`src/rtl/timer_multichannel.sv`:
```
// Multichannel compare timer: one prescaled up-counter shared by CHANNELS
// compare channels, each in toggle-on-match or PWM mode, with one-shot
// support, W1C status flags and a level interrupt.
module timer_multichannel #(
   parameter int WIDTH           = 16,
   parameter int CHANNELS        = 4,
   parameter int PRESCALER_WIDTH = 16
) (
   input  logic                clk,
   input  logic                reset,
   input  logic [4:0]          bus_addr,
   input  logic                bus_we,
   input  logic [31:0]         bus_wdata,
   output logic [31:0]         bus_rdata,
   output logic [CHANNELS-1:0] cmp_out,
   output logic                irq
);

   localparam logic [4:0] ADDR_CTRL   = 5'd0;
   localparam logic [4:0] ADDR_PRESC  = 5'd1;
   localparam logic [4:0] ADDR_TOP    = 5'd2;
   localparam logic [4:0] ADDR_COUNT  = 5'd3;
   localparam logic [4:0] ADDR_STATUS = 5'd4;
   localparam logic [4:0] ADDR_IRQEN  = 5'd5;
   localparam int         ADDR_CMP    = 8;

   logic                       en, oneshot, pwm;
   logic [PRESCALER_WIDTH-1:0] presc, pre_cnt;
   logic [WIDTH-1:0]           top, count;
   logic [WIDTH-1:0]           cmp [CHANNELS];
   logic [CHANNELS:0]          status, irqen, status_set, status_clr, status_next;

   logic wr_ctrl, wr_presc, wr_top, wr_count, wr_status, wr_irqen;
   logic tick, cnt_tick, wrap;

   assign wr_ctrl   = bus_we && (bus_addr == ADDR_CTRL);
   assign wr_presc  = bus_we && (bus_addr == ADDR_PRESC);
   assign wr_top    = bus_we && (bus_addr == ADDR_TOP);
   assign wr_count  = bus_we && (bus_addr == ADDR_COUNT);
   assign wr_status = bus_we && (bus_addr == ADDR_STATUS);
   assign wr_irqen  = bus_we && (bus_addr == ADDR_IRQEN);

   // A bus write to COUNT overrides the tick entirely: no count step, no
   // overflow, no compare event from that cycle.
   assign tick     = en && (pre_cnt == presc);
   assign cnt_tick = tick && !wr_count;
   assign wrap     = cnt_tick && (count == top);

   // Hardware flag sets, W1C clears, and the resulting next status (set wins)
   always_comb begin
      status_set    = '0;
      status_set[0] = wrap;
      for (int i = 0; i < CHANNELS; i++)
         status_set[i+1] = cnt_tick && (count == cmp[i]);
      status_clr  = wr_status ? bus_wdata[CHANNELS:0] : '0;
      status_next = (status & ~status_clr) | status_set;
   end

   // Control register; a bus write beats the one-shot EN clear
   always_ff @(posedge clk) begin
      if (reset) begin
         en      <= 1'b0;
         oneshot <= 1'b0;
         pwm     <= 1'b0;
      end else if (wr_ctrl) begin
         en      <= bus_wdata[0];
         oneshot <= bus_wdata[1];
         pwm     <= bus_wdata[2];
      end else if (wrap && oneshot) begin
         en      <= 1'b0;
      end
   end

   // Configuration registers: PRESC, TOP, IRQEN and the compare values
   always_ff @(posedge clk) begin
      if (reset) begin
         presc <= '0;
         top   <= '1;
         irqen <= '0;
         for (int i = 0; i < CHANNELS; i++)
            cmp[i] <= '0;
      end else begin
         if (wr_presc) presc <= bus_wdata[PRESCALER_WIDTH-1:0];
         if (wr_top)   top   <= bus_wdata[WIDTH-1:0];
         if (wr_irqen) irqen <= bus_wdata[CHANNELS:0];
         for (int i = 0; i < CHANNELS; i++)
            if (bus_we && (bus_addr == 5'(ADDR_CMP + i)))
               cmp[i] <= bus_wdata[WIDTH-1:0];
      end
   end

   // Prescaler: frozen (not cleared) while EN is low
   always_ff @(posedge clk) begin
      if (reset)
         pre_cnt <= '0;
      else if (en)
         pre_cnt <= (pre_cnt == presc) ? '0 : pre_cnt + 1'b1;
   end

   // Main counter; a TOP written below COUNT lets it run through all-ones
   // and wrap naturally without flagging an overflow
   always_ff @(posedge clk) begin
      if (reset)
         count <= '0;
      else if (wr_count)
         count <= bus_wdata[WIDTH-1:0];
      else if (wrap)
         count <= '0;
      else if (cnt_tick)
         count <= count + 1'b1;
   end

   // Status flags and the registered interrupt level
   always_ff @(posedge clk) begin
      if (reset) begin
         status <= '0;
         irq    <= 1'b0;
      end else begin
         status <= status_next;
         irq    <= |(status_next & irqen);
      end
   end

   // Compare outputs: PWM level every cycle, or toggle on a compare match
   always_ff @(posedge clk) begin
      if (reset) begin
         cmp_out <= '0;
      end else begin
         for (int i = 0; i < CHANNELS; i++) begin
            if (pwm)
               cmp_out[i] <= (count < cmp[i]);
            else if (status_set[i+1])
               cmp_out[i] <= ~cmp_out[i];
         end
      end
   end

   // Register read-back, zero-extended; unmapped addresses read 0
   always_comb begin
      bus_rdata = '0;
      case (bus_addr)
         ADDR_CTRL:   bus_rdata[2:0] = {pwm, oneshot, en};
         ADDR_PRESC:  bus_rdata[PRESCALER_WIDTH-1:0] = presc;
         ADDR_TOP:    bus_rdata[WIDTH-1:0] = top;
         ADDR_COUNT:  bus_rdata[WIDTH-1:0] = count;
         ADDR_STATUS: bus_rdata[CHANNELS:0] = status;
         ADDR_IRQEN:  bus_rdata[CHANNELS:0] = irqen;
         default: begin
            for (int i = 0; i < CHANNELS; i++)
               if (bus_addr == 5'(ADDR_CMP + i))
                  bus_rdata[WIDTH-1:0] = cmp[i];
         end
      endcase
   end

endmodule

```
`config.mk`:
```
export PLATFORM = sky130hd
export DESIGN_NAME = timer_multichannel
export DESIGN_NICKNAME = d
export VERILOG_FILES = /design/src/rtl/timer_multichannel.sv
export SDC_FILE = /design/constraint.sdc
export NUM_CORES = 1
export LEC_CHECK = 0
export CAP_MARGIN = 20
export CORE_MARGIN = 5
export CORE_UTILIZATION = 59
export DETAILED_ROUTE_END_ITERATION = 8
export PLACE_DENSITY = 0.81
export SYNTH_ARGS = -nofsm -noshare
export SYNTH_HDL_FRONTEND = slang
export SYNTH_SLANG_ARGS = --single-unit
export TNS_END_PERCENT = 1
```
`constraint.sdc`:
```
create_clock -name clk -period 5.9 [get_ports clk]
set_input_delay 1.18 -clock clk [delete_from_list [all_inputs] [get_ports clk]]
set_output_delay 1.18 -clock clk [all_outputs]
set_load 0.02 [all_outputs]
```
======== After elaboration in Yosys (flattened, before gate mapping) ========
Memories as Yosys holds them, arrays and structs flattened.
Index checks and enable logic that the tools add are counted.
word-level totals
  flip-flop bits (word level) ............. 82
  RAM bits ................................ 64
  input port bits ......................... 40
  memories ................................ 1
operators by class
  add/subtract/negate cells ............... 2
  magnitude comparators ................... 4
  equal/unequal tests ..................... 15
  multiplexer cells ....................... 40
  bitwise operators ....................... 12
  reduce and logical (&&, ||, !) cells .... 28
memories
  memory  depth  bits a word  rd ports  clocked after Yosys merged registers in  write ports  line  source
  cmp     4      16           4         0                                        4            30    logic [WIDTH-1:0] cmp [CHANNELS];
operator list
  cell                                                              number
  16-bit two-way mux                                                12
  16-bit == test                                                    6
  16-bit less-than comparator                                       4
  11-bit one-hot mux with 4 select lines                            1
  16-bit by 1-bit adder with 16-bit output (second input constant)  2
  1-bit two-way mux                                                 24
  5-bit by 4-bit == test with 1-bit output (second input constant)  4
  1-bit logical AND                                                 18
  3-bit one-hot mux with 6 select lines                             1
  2-bit one-hot mux with 6 select lines                             1
  5-bit bitwise AND                                                 2
  5-bit by 2-bit == test with 1-bit output (second input constant)  2
  5-bit by 3-bit == test with 1-bit output (second input constant)  2
  2-bit nonzero test                                                5
  5-bit by 1-bit == test with 1-bit output (second input constant)  1
  5-bit zero test                                                   1
  5-bit two-way mux                                                 1
  5-bit NOT                                                         1
  5-bit bitwise OR                                                  1
  5-bit OR reduction                                                1
  1-bit NOT                                                         4
  1-bit bitwise OR                                                  4
  3-bit nonzero test                                                1
  3-bit OR reduction                                                1
  1-bit zero test                                                   1

======== Longest topological paths before layout ========
  depth in word-level cells ............... 8
  depth in mapped cells ................... 9
  gate-level depth less buffers ........... 8

======== Worst setup path before layout ========
No wires, ideal clock.
  path kind ............................... input to output
  start point ............................. input port bus_addr[0]
  end point ............................... output port bus_rdata[5]
  data arrival time ....................... 2.673 ns
  data required time ...................... 4.720 ns
  setup slack ............................. 2.047 ns
  cell stages on the path ................. 8
  path buffers ............................ 4
  cells stage by stage .................... buf_2 > buf_2 > nand2_1 > nor2_1 > clkbuf_1 > clkbuf_1 > a22oi_1 > nand2_1
on the way
  longest elaborated chain between the ends .. 6
ends and longest elaborated chain
  element                                   line  source
  from (decl)                               11    input logic [4:0] bus_addr,
  5-bit by 4-bit == test with 1-bit output  150   if (bus_addr == 5'(ADDR_CMP + i))
  16-bit two-way mux (4 in a row)           150
  11-bit one-hot mux with 4 select lines *  141   case (bus_addr)
  to (decl)                                 14    output logic [31:0] bus_rdata,
Mark *: on every way between the ends. The rest lies on a longest branch, timed or not.

======== Final worst setup path ========
  start point ............................. input port bus_addr[0]
  end point ............................... output port bus_rdata[14]
The elaborated chain is that of the path after synthesis.

==> flow_summary.json <==
{
  "status": "completed",
  "synth-compound-area-share_pct": 12.7,
  "muxShareOfSynthArea_pct": 3.74,
  "power.internal_mw": 1.83,
  "pre_cts_ws_ps": 773,
  "drtAntennaViolNets": 0,
  "drtIter0Drc": 1014,
  "hold_viol": 0,
  "tightest_slew_ps": 916,
  "reg2reg_setup_slack_ps": 2900,
  "crit_fanout": 29,
  "skew_ps": 7.37,
  "syn-mean-instance-area_um2": 9.16,
  "clockRootBuffer": "clkbuf_16",
  "first_global_vias": 7100,
  "cts_setup_buffers": 0,
  "max_freq_mhz": 193,
  "cp.required_ps": 4720,
  "seq_area_frac_synth_pct": 38.9,
  "critPathCaptureType": "output port",
  "synth_xor_area_share_pct": 5.04,
  "dr_wl_met3_um": 2280,
  "p_leak_nw": 4.16,
  "synth_flop_cell": "dfxtp_1",
  "crit_chain": "clkdlybuf4s50_1 -> nand2_1 -> nor2_2 -> buf_4 -> a222oi_1 -> nand2_1 -> clkdlybuf4s50_1",
  "synth-adder-area-share_pct": 9.01,
  "ys_warn_count": 0,
  "gp_congestion": 0.950,
  "finalSetupTns_ps": 0,
  "drv_slew": 0,
  "synth_top_family_by_area": "simple AND/OR/NAND/NOR gates",
  "final.min_clock_period_ps": 5190,
  "maxSlewHeadroom_pct": 38.4,
  "rsz0062_at_grt": "false",
  "peakVddDrop_uv": 196,
  "post_drt_wl_per_cell_um": 20.3,
  "grt_use_total_pct": 27.9,
  "drc_errors": 0,
  "sw_frac_of_total_pct": 24.3,
  "hold_class": "flip-flop to flip-flop",
  "via_per_inst": 6.29,
  "grt_pass1_wl_um": 39200,
  "cp.arrival_ps": 4010,
  "netlist_top_cells_area": "edfxtp_1 21%, dfxtp_1 18%, ha_1 9.0%",
  "routed_wl_um": 24900,
  "cts_buffers": 17,
  "n_fill_cell": 1193,
  "m1WireLength_um": 10300,
  "start_util_pct": 60.3,
  "ys_ff_latch": 146,
  "io-pin-count": 77,
  "p_comb_share_pct": 9.5,
  "slowest_delay_ps": 940,
  "path_buf_inv": 3,
  "synthSimpleGateAreaFrac_pct": 23.9,
  "clk_latency_ps": 430,
  "p_sw_uw": 586,
  "grt_antenna_before_repair": 0,
  "cts_sinks": 146,
  "top_layer": "met4",
  "synth-edff-count": 64,
  "dr.pass1.iters": 8,
  "cts_hold_buf": 0,
  "power_density_mw_per_mm2": 236,
  "htree_num_levels": 4,
  "route.vias.total": 7699,
  "max-cap-violations": 0,
  "die_w_um": 135,
  "ys_async_sr_fraction_pct": 0,
  "fin_hold_ws_ps": 477,
  "finalCritPeriodShare_pct": 87.9,
  "synth_area_leader_cell": "edfxtp_1",
  "io_buffers": 44,
  "netlist_area_mm2": 0.00917,
  "antenna_cells": 0,
  "dieArea_mm2": 0.0181,
  "final_net_count": 1129,
  "p_seq_share_pct": 46.1,
  "areaGrowthSynthToFinish_pct": 11.6,
  "path_delay_family": "buffers and inverters",
  "cp-start-kind": "input pin",
  "syn_inst": 1001,
  "hpwl_um": 18200,
  "rows": 45,
  "cts_tree": "yes",
  "fin_ws_ps": 711,
  "drive_above_1_share_pct": 6.95,
  "grt_max_degree": 72,
  "wl_met2_um": 11700,
  "fp.dieH_um": 135,
  "grt_overflow": 0,
  "core-area_mm2": 0.0152,
  "ctsResizeCount": 0,
  "clockBufferDepth": 2,
  "p_clk_share_pct": 44.5,
  "crit_type": "input pin to output port",
  "clk_pin_slew_worst_paths_ps": 60,
  "synth_top_area_share_pct": 21.0,
  "synth_cell_types": 69,
  "slowest_stage": "clkdlybuf4s50_1",
  "setup_viol": 0
}
final timing paths:
path | startpoint | endpoint | cells after the start
setup / recovery | bus_addr[0] | bus_rdata[14] | 7
setup reg to reg | presc[14]$_SDFFE_PP0P_ | pre_cnt[4]$_SDFFE_PP0P_ | 6
hold / removal | status[2]$_SDFF_PP0_ | status[2]$_SDFF_PP0_ | 2
hold reg to reg | status[2]$_SDFF_PP0_ | status[2]$_SDFF_PP0_ | 2
synth_stat cells, drive strengths merged, types with 13 or more instances:
cell type and instances:
nand3 37, and2 69, a222oi 14, inv 69, o21ai 34, clkbuf 39
nand2 111, nor2b 15, a21oi 41, edfxtp 64, ha 66, buf 30
nand3b 19, nor3 13, mux2i 14, nor2 61, nand4 25, xnor2 40
dfxtp 82
power by group through the flow:
stage	clock network (mW)	registers [mW]	logic, mW
final	1.07	1.11	0.229
after global routing	1.13	1.11	0.247
after CTS	1.07	1.11	0.225
after detailed placement	0	1.13	0.223
after global placement	0	1.13	0.219
after floorplan	0	1.12	0.149
sequential cells by signal (all words and copies together) (netlist names):
signal,flops
irqen,5
pwm,1
irq,1
pre_cnt,16
count,16
top,16
status,5
cmp,64
oneshot,1
presc,16
en,1
cmp_out,4
final cells by class:
class	count	area, µm²	share of cell area, %
clock buffer	22	475	4.65
clock inverter	10	108	1.05
inverter	69	259	2.53
multi-input combinational	732	5050	49.4
sequential	146	3560	34.8
tap	188	235	2.30
timing repair buffer	57	537	5.25
through the flow:
stage	utilization [%]	cells	total power, mW	cell area (µm²)
floorplan	-	1016	1.27	9220
global placement	63.3	1190	1.35	9630
detailed placement	63.3	1190	1.36	9630
CTS	67.2	1222	2.41	10200
global route	67.3	1224	2.49	10200
finish	67.3	1224	2.41	10200
worst min-delay path: stages, from the launching register on:
cell and delay (ps):
dfxtp_1 320, nand2_1 60, a21oi_1 50
logic make-up (layout without fill, tap and decap cells):
kind of cell             count (synthesis)  after routing
buffers and inverters                  138            158
AO/OA/AOI/OAI                          172            172
adder cells (fa/ha/maj)                 66             66
other                                    1             16
XOR/XNOR                                51             51
multiplexers                            23             23
flip-flops                             146            146
AND/OR/NAND/NOR                        404            404
routing by layer:
layer,up-vias,track usage (%)
li1,3595,-
met1,3658,38.2
met2,387,44.5
met3,59,5.63
met4,0,8.99
met5,-,0
placed cells by master (no fill, tap or decap), types with 4 or more instances in the layout:
master           Yosys  layout
nand4_1             25      25
o21a_1               8       8
nor2b_1             15      15
a21o_1              11      11
nor4_1               4       4
a211oi_1             9       9
a222oi_1            14      14
o22ai_1              4       4
inv_1               69      69
o211ai_1             8       8
edfxtp_1            64      64
clkinv_2             0       4
dfxtp_1             82      82
mux4_2               9       9
ha_1                66      66
nor4_2               4       4
and3_1              10      10
and2_1              68      68
a31oi_1              8       8
buf_4               16      12
a21oi_1             41      41
a22oi_1              7       7
a221oi_1             8       8
nand2b_1             4       4
conb_1               1      16
nor2_1              61      60
xor2_1              11      11
xnor2_1             38      38
nor3_1              11      11
o21ai_0             30      30
nand3b_1            19      19
mux2i_1             14      14
and4_1              10      10
clkdlybuf4s50_1      0      43
clkbuf_16            0      18
nand2_1            111     111
nand3_1             37      37
o21ai_1              4       4
Note: power is estimated with default switching activity, not from simulation.
